<file path="src/rtl/spi_pkg.sv">
// Shared types and constants for the lab SPI memory master, slave and bench.
package spi_pkg;

  typedef enum logic [2:0] {
    IDLE,
    SETUP,
    SHIFT,
    HOLD,
    GAP
  } state_e;

  localparam int   ADDR_W_DEF = 7;
  localparam int   DATA_W_DEF = 8;
  localparam logic RW_READ    = 1'b1;
  localparam int   FRAME_BITS = 16;

endpackage

</file>
<file path="src/rtl/spi_clkdiv.sv">
// Half-period tick generator: one-cycle half_tick every CLKDIV enabled cycles.
module spi_clkdiv #(
  parameter int CLKDIV = 4
) (
  input  logic clk,
  input  logic reset,
  input  logic en,
  input  logic clr,
  output logic half_tick
);

  localparam int CW = $clog2(CLKDIV + 1);

  logic [CW-1:0] cnt_q, cnt_d;

  always_comb begin
    half_tick = en && (cnt_q == CW'(CLKDIV - 1));
    cnt_d     = cnt_q;
    if (clr)
      cnt_d = '0;
    else if (en)
      cnt_d = half_tick ? '0 : cnt_q + CW'(1);
  end

  always_ff @(posedge clk) begin
    if (reset) cnt_q <= '0;
    else       cnt_q <= cnt_d;
  end

endmodule

</file>
<file path="src/rtl/spi_master.sv">
// Mode-0 SPI master: one {addr, rw, data} frame per chip-select window.
module spi_master
  import spi_pkg::*;
#(
  parameter int CLKDIV = 4,
  parameter int ADDR_W = ADDR_W_DEF,
  parameter int DATA_W = DATA_W_DEF
) (
  input  logic              clk,
  input  logic              reset,
  input  logic              start,
  input  logic              rw,
  input  logic [ADDR_W-1:0] addr,
  input  logic [DATA_W-1:0] wdata,
  output logic              busy,
  output logic              done,
  output logic [DATA_W-1:0] rdata,
  output logic              cs_pin,
  output logic              sclk_pin,
  output logic              mosi_pin,
  input  logic              miso_pin
);

  localparam int FRAME = ADDR_W + 1 + DATA_W;
  localparam int HP_W  = $clog2(2 * FRAME);

  state_e            state_q, state_d;
  logic [HP_W-1:0]   hp_q, hp_d;
  logic [FRAME-1:0]  tx_q, tx_d;
  logic [DATA_W-1:0] rx_q, rx_d;
  logic [DATA_W-1:0] rdata_q, rdata_d;
  logic              rw_q, rw_d;
  logic              cs_q, cs_d;
  logic              sclk_q, sclk_d;
  logic              mosi_q, mosi_d;
  logic              busy_q, busy_d;
  logic              done_q, done_d;
  logic              tick;
  logic              div_en, div_clr;

  spi_clkdiv #(.CLKDIV(CLKDIV)) u_div (
    .clk       (clk),
    .reset     (reset),
    .en        (div_en),
    .clr       (div_clr),
    .half_tick (tick)
  );

  always_comb begin
    state_d = state_q;
    hp_d    = hp_q;
    tx_d    = tx_q;
    rx_d    = rx_q;
    rdata_d = rdata_q;
    rw_d    = rw_q;
    cs_d    = cs_q;
    sclk_d  = sclk_q;
    mosi_d  = mosi_q;
    busy_d  = busy_q;
    done_d  = 1'b0;
    div_en  = (state_q != IDLE);
    div_clr = (state_q == IDLE);
    unique case (state_q)
      IDLE: begin
        if (start) begin
          state_d = SETUP;
          tx_d    = {addr, rw,
                     (rw == RW_READ) ? {DATA_W{1'b0}} : wdata};
          rw_d    = rw;
          cs_d    = 1'b0;
          mosi_d  = addr[ADDR_W-1];
          busy_d  = 1'b1;
          hp_d    = '0;
        end
      end
      SETUP: begin
        if (tick) begin
          state_d = SHIFT;
          sclk_d  = 1'b1;
        end
      end
      SHIFT: begin
        if (tick) begin
          if (hp_q == HP_W'(2 * FRAME - 1)) begin
            state_d = HOLD;
          end else begin
            hp_d   = hp_q + HP_W'(1);
            sclk_d = ~sclk_q;
            if (sclk_q) begin
              mosi_d = tx_q[FRAME-2];
              tx_d   = {tx_q[FRAME-2:0], 1'b0};
            end else if (rw_q == RW_READ &&
                         hp_q >= HP_W'(2 * ADDR_W + 1)) begin
              // odd hp from 15 on marks rises 9..16 (the data phase)
              rx_d = {rx_q[DATA_W-2:0], miso_pin};
            end
          end
        end
      end
      HOLD: begin
        if (tick) begin
          state_d = GAP;
          cs_d    = 1'b1;
          mosi_d  = 1'b0;
          done_d  = 1'b1;
          if (rw_q == RW_READ) rdata_d = rx_q;
        end
      end
      GAP: begin
        if (tick) begin
          state_d = IDLE;
          busy_d  = 1'b0;
        end
      end
      default: state_d = IDLE;
    endcase
  end

  always_ff @(posedge clk) begin
    if (reset) begin
      state_q <= IDLE;
      hp_q    <= '0;
      tx_q    <= '0;
      rx_q    <= '0;
      rdata_q <= '0;
      rw_q    <= 1'b0;
      cs_q    <= 1'b1;
      sclk_q  <= 1'b0;
      mosi_q  <= 1'b0;
      busy_q  <= 1'b0;
      done_q  <= 1'b0;
    end else begin
      state_q <= state_d;
      hp_q    <= hp_d;
      tx_q    <= tx_d;
      rx_q    <= rx_d;
      rdata_q <= rdata_d;
      rw_q    <= rw_d;
      cs_q    <= cs_d;
      sclk_q  <= sclk_d;
      mosi_q  <= mosi_d;
      busy_q  <= busy_d;
      done_q  <= done_d;
    end
  end

  assign busy     = busy_q;
  assign done     = done_q;
  assign rdata    = rdata_q;
  assign cs_pin   = cs_q;
  assign sclk_pin = sclk_q;
  assign mosi_pin = mosi_q;

endmodule

</file>
<file path="config.mk">
export PLATFORM = sky130hd
export DESIGN_NAME = spi_master
export DESIGN_NICKNAME = d
export VERILOG_FILES = /design/src/rtl/spi_pkg.sv /design/src/rtl/spi_clkdiv.sv /design/src/rtl/spi_master.sv
export SDC_FILE = /design/constraint.sdc
export NUM_CORES = 1
export LEC_CHECK = 0
export ABC_AREA = 1
export BUFFER_PORTS_ARGS = -buffer_cell sky130_fd_sc_hd__buf_4
export CAP_MARGIN = 20
export CORE_MARGIN = 8
export CORE_UTILIZATION = 60
export DETAILED_ROUTE_END_ITERATION = 8
export GPL_ROUTABILITY_DRIVEN = 0
export PLACE_DENSITY = 0.94
export SLEW_MARGIN = 20
export SYNTH_ARGS = -nofsm -noshare
export SYNTH_HDL_FRONTEND = slang
export SYNTH_SLANG_ARGS = --single-unit
</file>
<file path="constraint.sdc">
create_clock -name clk -period 4.8 [get_ports clk]
set_input_delay 0.24 -clock clk [delete_from_list [all_inputs] [get_ports clk]]
set_output_delay 0.24 -clock clk [all_outputs]
set_load 0.03 [all_outputs]
</file>
# Yosys cells after proc, flatten, opt, wreduce, memory -nomap -nowiden
# Index checks and enable logic that the tools add are counted.
# W data, S select, Z words.
dict set report word_totals {
  n_memories 0
  out_inout_bits 13
  romBits 0
  reg_bits 48
  ram_bits 0
  latchBits 0
}
dict set report op_classes {
  bitwise 3
  order_cmp 1
  shifts 0
  add_sub_neg 2
  muxes 33
  n_reduce_logical 21
  multipliers 0
  div_mod_pow 0
  eq_ne 14
}
# operator count
set ops {}
lappend ops {{$mux W15} 4}
lappend ops {{$pmux W15 S2} 1}
lappend ops {{$mux W3} 7}
lappend ops {{$ne A2 B2 Y1 const B} 8}
lappend ops {{$mux W5} 3}
lappend ops {{$pmux W3 S5} 1}
lappend ops {{$reduce_and A6 Y1} 2}
lappend ops {{$mux W1} 11}
lappend ops {{$pmux W5 S2} 1}
lappend ops {{$reduce_and A5 Y1} 2}
lappend ops {{$eq A3 B2 Y1 const B} 3}
lappend ops {{$reduce_and A3 Y1} 3}
lappend ops {{$mux W8} 1}
lappend ops {{$reduce_and A4 Y1} 2}
lappend ops {{$reduce_bool A2 Y1} 4}
lappend ops {{$pmux W1 S2} 3}
lappend ops {{$reduce_bool A3 Y1} 2}
lappend ops {{$add A5 B1 Y5 const B} 1}
lappend ops {{$eq A5 B5 Y1 const B} 1}
lappend ops {{$ge A5 B4 Y1 const B} 1}
lappend ops {{$reduce_or A2 Y1} 2}
lappend ops {{$add A3 B1 Y3 const B} 1}
lappend ops {{$eq A3 B1 Y1 const B} 1}
lappend ops {{$eq A3 B3 Y1 const B} 1}
lappend ops {{5 further kinds} 8}

# Longest topological paths before layout
dict set report depth {
  word_depth 4
  mapped_depth 12
  ltp_nobuf 12
}

# Hierarchy
# Synthesis repeated with hierarchy kept, for this count alone.
dict set report unflattened {
  cells_unflattened 339
  area_unflattened_um2 2272.2
}
# mod area_per_inst_um2 cells_per_inst n_inst
set by_module_without_submodules {}
lappend by_module_without_submodules {spi_master 2135.8 320 1}
lappend by_module_without_submodules {spi_clkdiv 136.4 19 1}

# Worst setup path after synthesis
# OpenSTA, ideal clock, no wires.
dict set report synth_timing {
  path_kind {register to register}
  start {reg hp_q[0]}
  end {reg mosi_q, in the netlist mosi_pin}
  arrival_time_ps 1555
  setup_ps 115
  path_stages_with_launch 12
  path_slack_ps 3129
  required_ps 4685
  synth_period_minus_slack_ps 1671
  path_buffers 0
  cell_sequence {dfxtp_1 -> ha_1 -> nand2_1 -> nor2_1 -> ha_1 -> inv_1 -> nand2_1 -> inv_1 -> nor2_1 -> nor2_4 -> a21oi_1 -> nor2_1}
}
dict set report synth_between {
  elab_chain_len 3
}
# item line
set synth_rtl {}
lappend synth_rtl {{start, declared} spi_master.sv:28} ;# logic [HP_W-1:0] hp_q, hp_d;
lappend synth_rtl {{start signal, assigned} spi_master.sv:134} ;# hp_q <= hp_d;
lappend synth_rtl {{$eq A5 B5 Y1} spi_master.sv:84} ;# if (hp_q == HP_W'(2 * FRAME - 1)) begin
lappend synth_rtl {{$ne A2 B2 Y1 (no line)} n/a}
lappend synth_rtl {{$reduce_and A6 Y1 (no line)} n/a}
lappend synth_rtl {{end signal, assigned} spi_master.sv:141} ;# mosi_q <= mosi_d;
lappend synth_rtl {{end, declared} spi_master.sv:35} ;# logic mosi_q, mosi_d;
# Every way passes these cells.
# A chain may end at the register's enable or synchronous reset.

# Final worst setup path
dict set report layout_timing {
  start {reg state_q[0]}
  end {reg mosi_q, in the netlist mosi_pin}
}
dict set report layout_between {
  elab_chain_len 4
}
# item line
set layout_rtl {}
lappend layout_rtl {{start, declared} spi_master.sv:27} ;# state_e state_q, state_d;
lappend layout_rtl {{start signal, assigned} spi_master.sv:133} ;# state_q <= state_d;
lappend layout_rtl {{$reduce_bool A3 Y1} spi_master.sv:61} ;# div_en = (state_q != IDLE);
lappend layout_rtl {{$logic_and A1 B1 Y1} spi_clkdiv.sv:17} ;# half_tick = en && (cnt_q == CW'(CLKDIV - 1));
lappend layout_rtl {{$ne A2 B2 Y1 (no line)} n/a}
lappend layout_rtl {{$reduce_and A6 Y1 (no line)} n/a}
# Several ways; a longest one is shown, not always the timed one.

==> flow_metrics.tcl <==
set metrics [dict create \
    status "finished, final reports clean" \
    critical_path.startpoint_type "register" \
    syn_avg_cell_area_um2 6.55 \
    synth_top_area_share_pct 41.8 \
    ys_seq_area_share_pct 41.8 \
    grt_use_total_pct 16.6 \
    finalInstanceArea_um2 2640 \
    syn2layout_area_growth_pct 14.6 \
    met2_usage_pct 30.4 \
    layout-drive-gt1-share_pct 13.7 \
    top_usage_layer "met2" \
    fill_cells 310 \
    cts_setup_buffers 0 \
    ys_types 23 \
    hold_violations 0 \
    cts-htree-levels 2 \
    die-area_um2 6070 \
    period_needed_ns 2.03 \
    drt_iter0_drc 186 \
    leakage_nw 1.34 \
    dp_hpwl_um 3410 \
    finalSetupViolations 0 \
    tightest_slew_ns 0.622 \
    syn_nets 375 \
    cp.arrival_ns 2.26 \
    synth_top_cell_by_area "dfxtp_1" \
    yosysMostFrequentCell "nand2_1" \
    row_count 22 \
    clkLatencyLatePin_ns 0.30 \
    ant_nets 0 \
    min_period_over_period_pct 42.2 \
    required_ns 5.03 \
    cts_buffers 5 \
    grtUsageMet1_pct 18.1 \
    dp_cells 420 \
    core_area_um2 3660 \
    die_x_um 77.9 \
    synthFlopType "dfxtp_1" \
    max_freq_mhz 493 \
    synth_warnings 0 \
    io-pin-count 33 \
    port_buffers 32 \
    synth_area_leaders "dfxtp_1 (42%), nand2_1 (14%), nor2_1 (12%)" \
    grt_use_met3_pct 4.38 \
    path_clk_slew_ns 0.09 \
    p_per_area_nw_per_um2 472 \
    numClockSinks 48 \
    fin_cells 428 \
    ir_drop_mv 0.319 \
    drtPass1Iterations 4 \
    num_vias 2192 \
    endpoint_kind "register" \
    drc 0 \
    synth_edf_count 0 \
    cts_root_buf "clkbuf_8" \
    path_max_fanout 36 \
    die_height_um 77.9 \
    async_flop_share_pct 0 \
    grt_pass1_wl_um 8610 \
    synthTopCellsByCount "nand2_1 (88), nor2_1 (71), dfxtp_1 (48)" \
    grt_max_degree 42 \
    grt_pass1_vias 2080 \
    wirelength_um 4850 \
    rsz0062_at_grt "no" \
    antenna_found_initial 0 \
    slew_viol_final 0 \
    start_util_pct 62.8 \
    finClkSkew_ns 0.00740 \
    globalRoute.totalOverflow 0 \
    cts_resized 0 \
    post_dp_cell_area_um2 2540 \
    via_per_inst 5.12 \
    n_antenna_cell 0 \
    ctsHoldBuffers 0 \
    clockBufferDepth 2 \
    path_class "reg -> reg" \
    ys_ff_latch 48 \
    synth_cells 351 \
    routedWlPerCell_um 11.3 \
    maxCapViolations 0 \
    nets 403 \
    syn_area_um2 2300 \
    hp-class "in -> reg" \
    tns_ns 0 \
    maxSlewHeadroom_pct 58.5 \
    tritoncts "built" \
]
## flip-flops by register name, summed over array words and instances (netlist names), 3 cells and up
signal and cells:
tx_q 15, u_div.cnt_q 3, state_q 3, hp_q 5, rdata 8, rx_q 8
## final cells by class
cell class                      instances  area (um^2)  share of cell area, %
Clock buffer                            5         68.8                   2.61
Clock inverter                          3         23.8                  0.902
Inverter                               45          169                   6.41
Multi-Input combinational cell        247         1110                   42.2
Sequential cell                        48          961                   36.4
Tap cell                               48         60.1                   2.28
Timing Repair Buffer                   32          240                   9.11
## through the flow
stage / hold WS [ns] / worst slack (ns) / util [%] / total power [W]
3_3_place_gp: 0.420 / 2.94 / 69.5 / 0.000976
2_1_floorplan: 0.309 / 3.13 / - / 0.000900
6_report: 0.146 / 2.77 / 72.0 / 0.00125
5_1_grt: 0.141 / 2.59 / 72.0 / 0.00135
3_5_place_dp: 0.437 / 2.84 / 69.5 / 0.000997
4_1_cts: 0.131 / 2.77 / 72.0 / 0.00125
## cell families after synthesis
group           synth area share [%]
fa+ha+maj                       2.18
flops                           41.8
compound gates                  10.1
buf+inv                         9.79
simple gates                    36.1
## cells in the final DEF (no fill, tap or decap), drive strengths merged
| master | synthesis | routed |
|---|---|---|
| nand3b | 1 | 1 |
| ha | 4 | 4 |
| nand2 | 90 | 90 |
| o21a | 1 | 1 |
| nand4 | 2 | 2 |
| a21oi | 18 | 18 |
| o21ai | 27 | 27 |
| buf | 8 | 32 |
| clkinvlp | 0 | 2 |
| nor3 | 4 | 4 |
| clkinv | 0 | 1 |
| dfxtp | 48 | 48 |
| clkbuf | 3 | 5 |
| nor2 | 74 | 74 |
| nand3 | 26 | 26 |
| inv | 45 | 45 |
## power breakdown
group | internal [W] | switching, W | total [W]
registers | 0.000470 | 0.0000382 | 0.000508
logic | 0.000163 | 0.000330 | 0.000493
clock network | 0.000103 | 0.000141 | 0.000244
total | 0.000736 | 0.000510 | 0.00125
## path summary, 6_finish.rpt
kind / startpoint / to / slack [ns] / cells past startpoint
worst max-delay path: state_q[0]$_SDFFE_PP0P_ / mosi_pin$_SDFFE_PP0P_ / 2.77 / 7
worst min-delay path: reset / busy$_SDFFE_PP0P_ / 0.15 / 2
worst max register to register: state_q[0]$_SDFFE_PP0P_ / mosi_pin$_SDFFE_PP0P_ / 2.77 / 7
worst min register to register: rdata[7]$_SDFFE_PP0P_ / rdata[7]$_SDFFE_PP0P_ / 0.45 / 2
## worst max-delay path, stage by stage (launching register included)
cell	delay, ns
dfxtp_1	0.35
inv_1	0.16
nand3_2	0.51
nor2_1	0.52
nor2_4	0.13
nand3_1	0.09
nand2_1	0.07
nor2_1	0.13
## routing by layer
metal / vias up / part of all wire (%)
li1: 1144 / -
met1: 978 / 43
met2: 60 / 51
met3: 10 / 4.7
met4: 0 / 1.3
met5: - / 0
Power figures use the tool's default switching activity.
